===== config.mk =====
export PLATFORM = sky130hd
export DESIGN_NAME = pattern_decoder
export DESIGN_NICKNAME = d
export VERILOG_FILES = /design/src/rtl/pattern_decoder_pkg.sv /design/src/rtl/pattern_reorder_buf.sv /design/src/rtl/pattern_decoder.sv
export SDC_FILE = /design/constraint.sdc
export NUM_CORES = 2
export LEC_CHECK = 0
export CAP_MARGIN = 20
export CORE_UTILIZATION = 51
export DETAILED_ROUTE_END_ITERATION = 8
export HOLD_SLACK_MARGIN = 0.06
export PLACE_DENSITY = 0.68
export SLEW_MARGIN = 20
export SYNTH_ARGS = -nofsm -noshare
export SYNTH_HDL_FRONTEND = slang
export SYNTH_HIERARCHICAL = 1
export SYNTH_SLANG_ARGS = --single-unit

===== constraint.sdc =====
create_clock -name clk -period 15.55 [get_ports clk]
set_input_delay 3.11 -clock clk [delete_from_list [all_inputs] [get_ports clk]]
set_output_delay 3.11 -clock clk [all_outputs]
set_load 0.02 [all_outputs]

===== src/rtl/pattern_decoder_pkg.sv =====
// Shared constants and entry-unpacking helper for the sparse pattern decoder.
package pattern_decoder_pkg;

  localparam logic [3:0] OP_END      = 4'h0;
  localparam logic [3:0] OP_COL_STEP = 4'h1;
  localparam logic [3:0] OP_COL_JUMP = 4'h2;
  localparam logic [3:0] OP_ROW_STEP = 4'h3;

  // Header word positions holding the code-section byte offsets
  localparam int HDR_CODE_START = 2;
  localparam int HDR_CODE_END   = 3;

  // Entry field placement inside a 64-bit stream word
  localparam int OP_LSB  = 0;
  localparam int OP_W    = 4;
  localparam int IMM_LSB = 4;
  localparam int IMM_W   = 6;
  localparam int ARG_LSB = 32;
  localparam int ARG_W   = 32;

  typedef struct packed {
    logic [OP_W-1:0]  op;
    logic [IMM_W-1:0] imm;
    logic [ARG_W-1:0] arg;
  } entry_t;

  function automatic entry_t unpack_entry(input logic [63:0] w);
    entry_t e;
    e.op  = w[OP_LSB  +: OP_W];
    e.imm = w[IMM_LSB +: IMM_W];
    e.arg = w[ARG_LSB +: ARG_W];
    return e;
  endfunction

endpackage


===== src/rtl/pattern_reorder_buf.sv =====
// Tag-indexed response store: written by tag, read at the issue-order pointer.
// A response landing on the slot being read is forwarded in the same cycle.
module pattern_reorder_buf #(
  parameter int TAG_COUNT  = 4,
  parameter int DATA_WIDTH = 64,
  localparam int TAG_WIDTH = $clog2(TAG_COUNT)
) (
  input  logic                  clk,
  input  logic                  rst,
  input  logic                  wr_en,
  input  logic [TAG_WIDTH-1:0]  wr_tag,
  input  logic [DATA_WIDTH-1:0] wr_data,
  input  logic [TAG_WIDTH-1:0]  rd_tag,
  input  logic                  pop,
  input  logic                  flush,
  output logic                  rd_valid,
  output logic [DATA_WIDTH-1:0] rd_data,
  output logic [TAG_COUNT-1:0]  slot_valid
);

  logic [DATA_WIDTH-1:0] mem [TAG_COUNT];
  logic                  bypass;

  assign bypass   = wr_en && (wr_tag == rd_tag);
  assign rd_valid = slot_valid[rd_tag] || bypass;
  assign rd_data  = bypass ? wr_data : mem[rd_tag];

  // Slot payload capture; contents are only trusted while the slot is valid
  always_ff @(posedge clk) begin
    if (wr_en) mem[wr_tag] <= wr_data;
  end

  // Per-slot valid bits; a pop on the same slot as a write wins (bypass consume)
  always_ff @(posedge clk or negedge rst) begin
    if (!rst) begin
      slot_valid <= '0;
    end else if (flush) begin
      slot_valid <= '0;
    end else begin
      if (wr_en) slot_valid[wr_tag] <= 1'b1;
      if (pop)   slot_valid[rd_tag] <= 1'b0;
    end
  end

endmodule


===== src/rtl/pattern_decoder.sv =====
// Sparse-matrix pattern stream decoder: fetches header and code words with
// tagged reads, reorders responses, and emits (row, col) pairs.
//
// state   | meaning
// IDLE    | waiting for start
// HDR     | fetching header words base+0..3, capturing code pointers
// STREAM  | fetching and decoding code words
// DRAIN   | no new requests; discard responses until all tags return
module pattern_decoder
  import pattern_decoder_pkg::*;
#(
  parameter int INDEX_WIDTH = 32,
  parameter int ADDR_WIDTH  = 48,
  parameter int DATA_WIDTH  = 64,
  parameter int TAG_COUNT   = 4,
  localparam int TAG_WIDTH  = $clog2(TAG_COUNT)
) (
  input  logic                   clk,
  input  logic                   rst,
  input  logic                   push,
  input  logic [TAG_WIDTH-1:0]   push_tag,
  input  logic [DATA_WIDTH-1:0]  data,
  output logic                   req,
  input  logic                   req_stall,
  output logic [TAG_WIDTH-1:0]   req_tag,
  output logic [ADDR_WIDTH-1:0]  req_addr,
  input  logic                   start,
  input  logic [ADDR_WIDTH-1:0]  start_addr,
  output logic                   index_push,
  output logic [INDEX_WIDTH-1:0] row,
  output logic [INDEX_WIDTH-1:0] col
);

  localparam logic [1:0] S_IDLE   = 2'd0;
  localparam logic [1:0] S_HDR    = 2'd1;
  localparam logic [1:0] S_STREAM = 2'd2;
  localparam logic [1:0] S_DRAIN  = 2'd3;

  logic [1:0]            state;
  logic [ADDR_WIDTH-1:0] base, lim_addr, iss_addr, cons_addr, code_start;
  logic [ADDR_WIDTH-1:0] hdr_off, code_end_w;
  logic [TAG_WIDTH-1:0]  iss_tag, cons_tag;
  logic [1:0]            hdr_idx;
  logic [TAG_COUNT-1:0]  busy, busy_set, busy_clr, slot_valid;
  logic                  issuing, present, consume, wr_en, tag_on_bus;
  logic                  rd_valid, start_go, hdr_done;
  logic [DATA_WIDTH-1:0] rd_data;
  entry_t                ent;

  function automatic logic [TAG_WIDTH-1:0] next_tag(input logic [TAG_WIDTH-1:0] t);
    return (t == TAG_WIDTH'(TAG_COUNT - 1)) ? '0 : t + 1'b1;
  endfunction

  assign issuing    = (state == S_HDR) || (state == S_STREAM);
  // A slot is reserved as soon as its request is presented, so the
  // outstanding count can never exceed TAG_COUNT even under stall.
  assign present    = issuing && (!req || !req_stall) && (iss_addr < lim_addr) && !busy[iss_tag];
  assign consume    = issuing && rd_valid;
  // The tag sitting unaccepted on the bus has no read in flight yet
  assign tag_on_bus = req && (req_tag == push_tag);
  assign wr_en      = push && busy[push_tag] && !slot_valid[push_tag] && !tag_on_bus
                      && (state != S_DRAIN);
  assign hdr_off    = rd_data[ADDR_WIDTH+2:3];
  assign code_end_w = base + hdr_off;
  assign ent        = unpack_entry(rd_data);
  assign start_go   = (state == S_IDLE) && start;
  assign hdr_done   = (state == S_HDR) && consume && (hdr_idx == 2'(HDR_CODE_END));

  pattern_reorder_buf #(
    .TAG_COUNT (TAG_COUNT),
    .DATA_WIDTH(DATA_WIDTH)
  ) u_rob (
    .clk       (clk),
    .rst       (rst),
    .wr_en     (wr_en),
    .wr_tag    (push_tag),
    .wr_data   (data),
    .rd_tag    (cons_tag),
    .pop       (consume),
    .flush     (state == S_DRAIN),
    .rd_valid  (rd_valid),
    .rd_data   (rd_data),
    .slot_valid(slot_valid)
  );

  // Slot reservation and release masks for this cycle
  always_comb begin
    busy_set = '0;
    busy_clr = '0;
    if (present) busy_set[iss_tag] = 1'b1;
    if (consume) busy_clr[cons_tag] = 1'b1;
    if (state == S_DRAIN) begin
      busy_clr = busy_clr | slot_valid;
      if (push && !tag_on_bus) busy_clr[push_tag] = 1'b1;
    end
  end

  // Request channel: present the next read, hold it stable while stalled
  always_ff @(posedge clk or negedge rst) begin
    if (!rst) begin
      req      <= 1'b0;
      req_tag  <= '0;
      req_addr <= '0;
      iss_tag  <= '0;
      iss_addr <= '0;
      busy     <= '0;
    end else begin
      busy <= (busy | busy_set) & ~busy_clr;
      if (present) begin
        req      <= 1'b1;
        req_tag  <= iss_tag;
        req_addr <= iss_addr;
        iss_tag  <= next_tag(iss_tag);
      end else if (!req_stall) begin
        req <= 1'b0;
      end
      if (start_go)      iss_addr <= start_addr;
      else if (hdr_done) iss_addr <= code_start;
      else if (present)  iss_addr <= iss_addr + ADDR_WIDTH'(1);
    end
  end

  // Sequencing FSM, header capture and entry decode
  always_ff @(posedge clk or negedge rst) begin
    if (!rst) begin
      state      <= S_IDLE;
      base       <= '0;
      lim_addr   <= '0;
      code_start <= '0;
      cons_addr  <= '0;
      cons_tag   <= '0;
      hdr_idx    <= '0;
      index_push <= 1'b0;
      row        <= '0;
      col        <= '0;
    end else begin
      index_push <= 1'b0;
      if (consume) cons_tag <= next_tag(cons_tag);
      case (state)
        S_IDLE: begin
          if (start) begin
            base     <= start_addr;
            lim_addr <= start_addr + ADDR_WIDTH'(4);
            hdr_idx  <= '0;
            row      <= '0;
            col      <= '0;
            state    <= S_HDR;
          end
        end
        S_HDR: begin
          if (consume) begin
            hdr_idx <= hdr_idx + 2'd1;
            if (hdr_idx == 2'(HDR_CODE_START)) code_start <= base + hdr_off;
            if (hdr_done) begin
              lim_addr  <= code_end_w;
              cons_addr <= code_start;
              state     <= (code_end_w <= code_start) ? S_DRAIN : S_STREAM;
            end
          end
        end
        S_STREAM: begin
          if (consume) begin
            cons_addr <= cons_addr + ADDR_WIDTH'(1);
            case (ent.op)
              OP_COL_STEP: begin
                col        <= col + INDEX_WIDTH'(ent.imm);
                index_push <= 1'b1;
              end
              OP_COL_JUMP: begin
                col        <= col + INDEX_WIDTH'(ent.arg);
                index_push <= 1'b1;
              end
              OP_ROW_STEP: begin
                row        <= row + INDEX_WIDTH'(ent.imm);
                col        <= INDEX_WIDTH'(ent.arg);
                index_push <= 1'b1;
              end
              default: ;
            endcase
            if ((ent.op == OP_END) || (cons_addr + ADDR_WIDTH'(1) == lim_addr)) state <= S_DRAIN;
          end
        end
        default: begin
          // Reads discarded here never advanced the consume pointer; realign it
          if ((busy == '0) && !req) begin
            cons_tag <= iss_tag;
            state    <= S_IDLE;
          end
        end
      endcase
    end
  end

endmodule


==> impl_metrics.py <==
metrics = {
    "run_status": {
        "status": "complete, no violations",
    },
    "clock_network": {
        "cts_resized": 0,
        "cts_max_path_buffers": 3,
        "path_clk_slew_ns": 0.06,
        "h-tree-depth": 3,
        "clock_sinks": 628,
        "clock_latency_ns": 0.63,
        "postCtsSetupRepairBufs": 0,
        "cts.hold.buffers_added": 0,
        "cts-root-buf": "clkbuf_16",
        "numCtsBuffers": 70,
        "cts_tree": "built",
    },
    "placed_design": {
        "post-place-ws_ns": 4.72,
        "gp_congestion": 0.966,
        "dpl_cell_area_sq_um": 40700,
        "dp.cells": 4731,
        "io_buffer_count": 234,
        "place_hpwl_um": 84500,
    },
    "worst_setup_path": {
        "crit-reg2reg-capture": "state[0]",
        "critPathMaxFanout": 39,
        "critical_path_arrival_ns": 10.85,
        "r2r_cells": 23,
        "r2r_setup_slack_ns": 8.04,
        "worstPathRequired_ns": 16.10,
        "timing.rr.start": "req_tag[1]",
        "worstSetupEndpointType": "flip-flop",
        "worstSetupStartpointType": "primary input",
        "crit_type": "primary input to flip-flop",
    },
    "timing": {
        "fin_ws_ns": 5.25,
        "hold_violations": 0,
        "final_max_slew_viol_count": 0,
        "setup_viol": 0,
        "period_minus_slack_ns": 10.30,
        "worst_slew_pin_slew_ns": 1.05,
        "slew_headroom_pct": 29.8,
        "rsz0062_at_grt": "no",
        "fin_crit_sh_pct": 66.2,
        "clock_skew_ns": 0.0139,
        "max_freq_mhz": 97.1,
        "tns_ns": 0,
    },
    "synth": {
        "seq_area_frac_synth_pct": 45.2,
        "ys.flop_type": "dfrtp_1",
        "synth_area_sq_um": 37600,
        "synth_top_area_share_pct": 24.8,
        "synth-edff-count": 256,
        "synthDistinctLibCells": 90,
        "synth_cells": 3684,
        "syn_nets": 4003,
        "synth_async_sr_flop_share_pct": 59.2,
        "synthTopCellsByArea": "dfrtp_1 25%, edfxtp_1 20%, ha_1 6.6%",
        "avgSynthCellArea_sq_um": 10.2,
        "yosys.area.top_type": "dfrtp_1",
        "synth_seq_cells": 628,
        "ys_warn_count": 6,
    },
    "min_path": {
        "min_path_cells": 2,
        "hold-path-endpoint": "base[35]",
        "holdCritStartpoint": "base[35]",
        "hold_path.class": "flip-flop to flip-flop",
    },
    "detailed_routing": {
        "drcViolationCount": 0,
        "dr.pass1.iters": 5,
        "drt-initial-drc-count": 2851,
        "drtAntennaViolNets": 0,
        "avgRoutedWirePerCell_um": 23.7,
        "routed-via-count": 29900,
        "vias_per_cell": 6.15,
        "wl_um": 115000,
    },
    "finish": {
        "nFillCells": 6146,
        "layout.cells.non_filler": 4859,
        "drive_above_1_share_pct": 11.3,
        "final_common_cell": "nand2_1",
        "final_nets": 4163,
        "design_area_sq_um": 43100,
        "area_delta_synth_final_pct": 14.6,
        "mostFrequentLayoutCells": "412 x nand2_1, 370 x dfrtp_1, 258 x o21ai_0",
    },
    "floorplanning": {
        "core_area_sq_um": 73000,
        "start_util_pct": 51.5,
        "die_x_um": 273,
        "die_h_um": 273,
        "row_count": 99,
        "ios": 235,
        "fp.dieArea_sq_um": 74800,
    },
    "global_routing": {
        "grtUsageMet3_pct": 4.81,
        "grt_busiest_layer": "met2",
        "grtUsageTotal_pct": 30.8,
        "gr-total-overflow": 0,
        "antenna_found_initial": 0,
        "grt_pass1_wl_um": 175000,
        "grt_pass1_vias": 28500,
        "grt_max_degree": 163,
        "gr-usage-met2_pct": 47.1,
        "grtUsageMet1_pct": 44.7,
    },
    "power_and_ir_drop": {
        "power_density_nw_per_um2": 221,
        "leakagePower_nw": 17.7,
        "vdd_ir_drop_max_v": 0.000112,
    },
    "run": {
        "drv_cap": 0,
    },
}
==> where the power goes <==
group / switching [W] / internal (W)
Combinational: 0.00302 / 0.00208
Clock: 0.000711 / 0.000979
Sequential: 0.000580 / 0.00215
==> critical path, cell delays in order <==
cell             delay [ns]
clkdlybuf4s50_1        0.65
xnor2_1                0.23
a31oi_1                0.39
nand3_1                0.12
nor2_1                 0.31
nand3_4                0.57
mux2_2                 0.55
ha_1                   0.33
o21a_1                 0.19
o21a_1                 0.17
o22ai_1                0.44
o21ai_1                0.33
a2111oi_2              0.76
o21bai_1               0.18
xor2_1                 0.33
ha_1                   0.32
a21o_1                 0.16
a221o_1                0.31
a221oi_1               0.28
o21ai_0                0.15
nor4b_1                0.19
o31a_1                 0.23
o32a_1                 0.34
mux2i_1                0.12
==> cells by family after synthesis <==
kind of cell | Yosys count | synth area share (%)
xor+xnor | 233 | 5.43
buf+inv | 350 | 3.72
simple gates | 1138 | 14.7
flops | 628 | 45.2
mux | 272 | 10.1
fa+ha+maj | 200 | 6.72
compound gates | 863 | 14.1
==> layout make-up <==
class                   count  area (sq um)  area share, %
multi-input cells        2706         19300           44.7
well taps                 959          1200           2.79
flip-flops and latches    628         17000           39.5
clock inverters            30           345          0.802
diodes                      1          2.50        0.00581
inverters                 165           619           1.44
clock buffers              97          1970           4.58
repair buffers            273          2650           6.16
==> how the worst max path moves through the flow <==
stage                     start              end  slack [ns]  depth (start not counted)
floorplan           push_tag[1]  u_rob/mem[0][0]        6.17                          6
global placement    push_tag[1]         state[0]        4.98                         24
detailed placement  push_tag[1]         state[0]        4.72                         24
CTS                 push_tag[1]         state[0]        5.35                         24
global route        push_tag[1]         state[0]        4.78                         24
finish              push_tag[1]         state[0]        5.25                         24
==> metal layers <==
metal / share of wire (%) / vias up
li1: - / 13800
met1: 44 / 14700
met2: 45 / 1161
met3: 7.7 / 208
met4: 3.3 / 0
met5: 0 / -
==> synth_stat cells (72+ instances only) <==
library cell  instances
nand2_1             413
nand3_1             115
xnor2_1             118
a21oi_1             240
nor2_1              243
o21ai_0             258
inv_1               163
xor2_1              115
edfxtp_1            256
nand4_1              72
mux2_2              160
ha_1                197
dfrtp_1             372
clkbuf_1            141
==> stage by stage <==
stage          hold slack, ns  power [W]  utilization (%)
6_report                0.489    0.00952             59.0
5_1_grt                 0.511     0.0102             59.0
4_1_cts                 0.490    0.00947             59.0
3_5_place_dp            0.478    0.00775             55.8
3_3_place_gp            0.468    0.00770             55.8
2_1_floorplan           0.452    0.00614                -
==> state kept, by name, indices dropped and copies added, names as in the netlist, 4 cells and up <==
name / count
base: 48
busy: 4
code_start: 48
col: 32
cons_addr: 48
iss_addr: 48
lim_addr: 48
req_addr: 48
row: 32
u_rob/mem: 256
u_rob/slot_valid: 4
No activity file was read; power rests on OpenSTA's default activity.
==> patch: new RTL, config.mk and constraints unchanged <==
Make the reset (`rst`) synchronous in 3 clocked blocks.
--- a/src/rtl/pattern_reorder_buf.sv
+++ b/src/rtl/pattern_reorder_buf.sv
@@ -31,7 +31,7 @@
   end
 
   // Per-slot valid bits; a pop on the same slot as a write wins (bypass consume)
-  always_ff @(posedge clk or negedge rst) begin
+  always_ff @(posedge clk) begin
     if (!rst) begin
       slot_valid <= '0;
     end else if (flush) begin
--- a/src/rtl/pattern_decoder.sv
+++ b/src/rtl/pattern_decoder.sv
@@ -96,7 +96,7 @@
   end
 
   // Request channel: present the next read, hold it stable while stalled
-  always_ff @(posedge clk or negedge rst) begin
+  always_ff @(posedge clk) begin
     if (!rst) begin
       req      <= 1'b0;
       req_tag  <= '0;
@@ -121,7 +121,7 @@
   end
 
   // Sequencing FSM, header capture and entry decode
-  always_ff @(posedge clk or negedge rst) begin
+  always_ff @(posedge clk) begin
     if (!rst) begin
       state      <= S_IDLE;
       base       <= '0;
Function: differs if rst is asserted again (counterexample within 4 cycles, from zero or initial values and one cycle with rst low); with rst held inactive, the same outputs for 4 cycles.
==> patch against the original RTL <==
  * Wire length decreased by 0.79%
  * Design area decreased by 4.1%
  * Area after synthesis decreased by 4.4%
  * Utilization increased by 0.66 points
  * Global-route usage increased by 0.95 points
  * Setup slack got worse by 790 ps
  * Sequential cell count unchanged
Power is not compared: it rests on default switching activity, and its combinational part moved more than twofold at a synthesized area within 25%.
==> patch: results (changes against the original RTL) <==
| Metric | Value |
|---|---|
| Total of warnings raised by yosys | 6 (unchanged) |
| DR vias/cell | 6.088 (-1.0%) |
| Critical path's slowest cell | a2111oi_0 |
| Vias in the first global route | 28,250 (-0.74%) |
| Nets@finish | 4,346 (+4.4%) |
| Total gr overflow | 0 (unchanged) |
| Ys flop type | dfxtp_1 |
| Crit path arrival time | 11,650 ps (+800 ps) |
| Pre-CTS setup slack | 3811 ps (-911.5 ps) |
| Leak | between 10 and 15 nW |
| First-pass GRT wire length | 172,500 um (-1.4%) |
| CTS root buffer | clkbuf_16 |
| Status | completed |
| Sw Share | 0.3917 |
| Number of flops mapped to enable cells by yosys | 256 (unchanged) |
| # H-tree levels | 3 (unchanged) |
| GRT Util Overall | 0.3175 (+0.009454) |
| ANT cells | 0 (-1) |
| Syn Nets | 4,219 (+5.4%) |
| Distinct cells, synth | 93 (+3.3%) |
| CP Max Fanout | 27 (-31%) |
| Synth area leaders | edfxtp_1 (21%), dfxtp_1 (21%), ha_1 (6.9%), nand2_1 (5.9%), a21oi_1 (5.5%) |
| Final Routed Wirelength | 114,200 um (-0.79%) |
| Detailed Routing Iterations Pass 1 | 5 (unchanged) |
| Placed instance area | 38,860 um^2 (-4.6%) |
| Top reg by flops | u_rob/mem |
| Post-detail-place hpwl | 82,730 um (-2.1%) |
| FMAX | 90.18 MHz (-7.1%) |
| Layout Skew | 27.01 ps (+13.08 ps) |
| TritonCTS Buffers | 70 (unchanged) |
| Initial antenna violation count | 1 (+1) |
| Initial DRC count | 3,140 (+10%) |
| Largest register FFs | 256 (unchanged) |
| Sequential area share after synthesis | 0.4213 (-0.03088) |
| Worst Max-Slew Pin Slew | 1080 ps (+27.58 ps) |
| Placer Congestion | 0.9957 (+3.1%) |
| Layout Utilization | 0.5968 (+0.006574) |
| Fillers | 6,076 (-1.1%) |
| Post-synth top cells | nand2_1 (567), a21oi_1 (392), dfxtp_1 (372), nor2_1 (282), edfxtp_1 (256) |
| Largest net degree at the start of global routing | 88 (-46%) |
| Share of layout cells above drive strength 1 | 0.08301 (-0.02984) |
| Max stage delay on crit path | 960 ps (+200 ps) |
| Clk buf depth | 3 (unchanged) |
| Setup violators final | 0 (unchanged) |
| Asr flop ratio synth | 0 (-0.5924) |
## patch: changes by cell type in the layout (fill, tap and decap cells not counted), moves of 18 or more
cell and delta:
a21o_1 +20, a21oi_1 +153, a22oi_1 +20, a311oi_1 +26
and2_1 +18, dfrtp_1 -370, dfxtp_1 +370, mux2_2 -100
mux2i_1 -25, nand2_1 +153, nor2_1 +38, o211ai_1 +33
o21ai_0 -87, o22ai_1 -32
## patch: final cells by class
type,count,area share
multi-input cells,2882,0.4668
flip-flops and latches,628,0.3667
repair buffers,271,0.06333
clock buffers,90,0.04621
well taps,931,0.02821
inverters,174,0.01600
clock inverters,39,0.01273
## patch: worst reg2reg max path, cell delays in order, from the launching register on
cell and delay, ps:
dfxtp_4 530, buf_4 470, buf_4 670, mux4_2 640, mux2_2 330, ha_1 340
nor2b_1 170, o31ai_1 340, a21oi_1 220, a2111oi_0 960, o21ai_0 450, a21boi_0 420
a21oi_1 140, o21a_1 190, nor2_1 110, xnor2_1 180, inv_1 70, ha_1 290
nand4_1 140, nor4_1 440, nand3_1 160, o41ai_1 420, a31oi_1 80, or3_1 320
mux2i_1 120
## patch: layer usage
| layer | up-vias | wire length [um] | global-route usage |
|---|---|---|---|
| li1 | 14370 | - | - |
| met1 | 14690 | 50670 | 0.4617 |
| met2 | 1277 | 50070 | 0.4768 |
| met3 | 201 | 9636 | 0.05158 |
| met4 | 2 | 3798 | 0.1086 |
| met5 | - | 13 | 0 |
## patch: power groups by stage
stage          Sequential (W)  Clock (W)  Combinational (W)
6_report              0.00206    0.00176            0.00216
3_3_place_gp          0.00209          0            0.00210
5_1_grt               0.00208    0.00185            0.00235
3_5_place_dp          0.00209          0            0.00211
4_1_cts               0.00206    0.00178            0.00213
2_1_floorplan         0.00203          0            0.00143
## patch: logic make-up (layout without fill, tap and decap cells)
kind of cell,count (synthesis),after routing,share of synthesized area
AND/OR/NAND/NOR,1322,1322,0.1698
AO/OA/AOI/OAI,981,981,0.1702
flip-flops,628,628,0.4213
multiplexers,146,146,0.06715
buffers and inverters,390,574,0.04423
adder cells (fa/ha/maj),200,200,0.07029
XOR/XNOR,233,233,0.05702
## patch: stage by stage
step                      hold slack, ps  instances
after floorplan                    440.6       3900
after global placement             441.6       4886
after detailed placement           445.8       4886
after CTS                          453.7       5015
after global routing               470.6       5015
final                              450.9       5015
## patch: final timing paths
check | start | to | slack, ps | cells past startpoint
max | push_tag[1] | state[0] | 4460 | 29
min | req_addr[28] | req_addr[28] | 450 | 2
max reg2reg | cons_tag[0] | state[0] | 7290 | 24
min reg2reg | req_addr[28] | req_addr[28] | 450 | 2
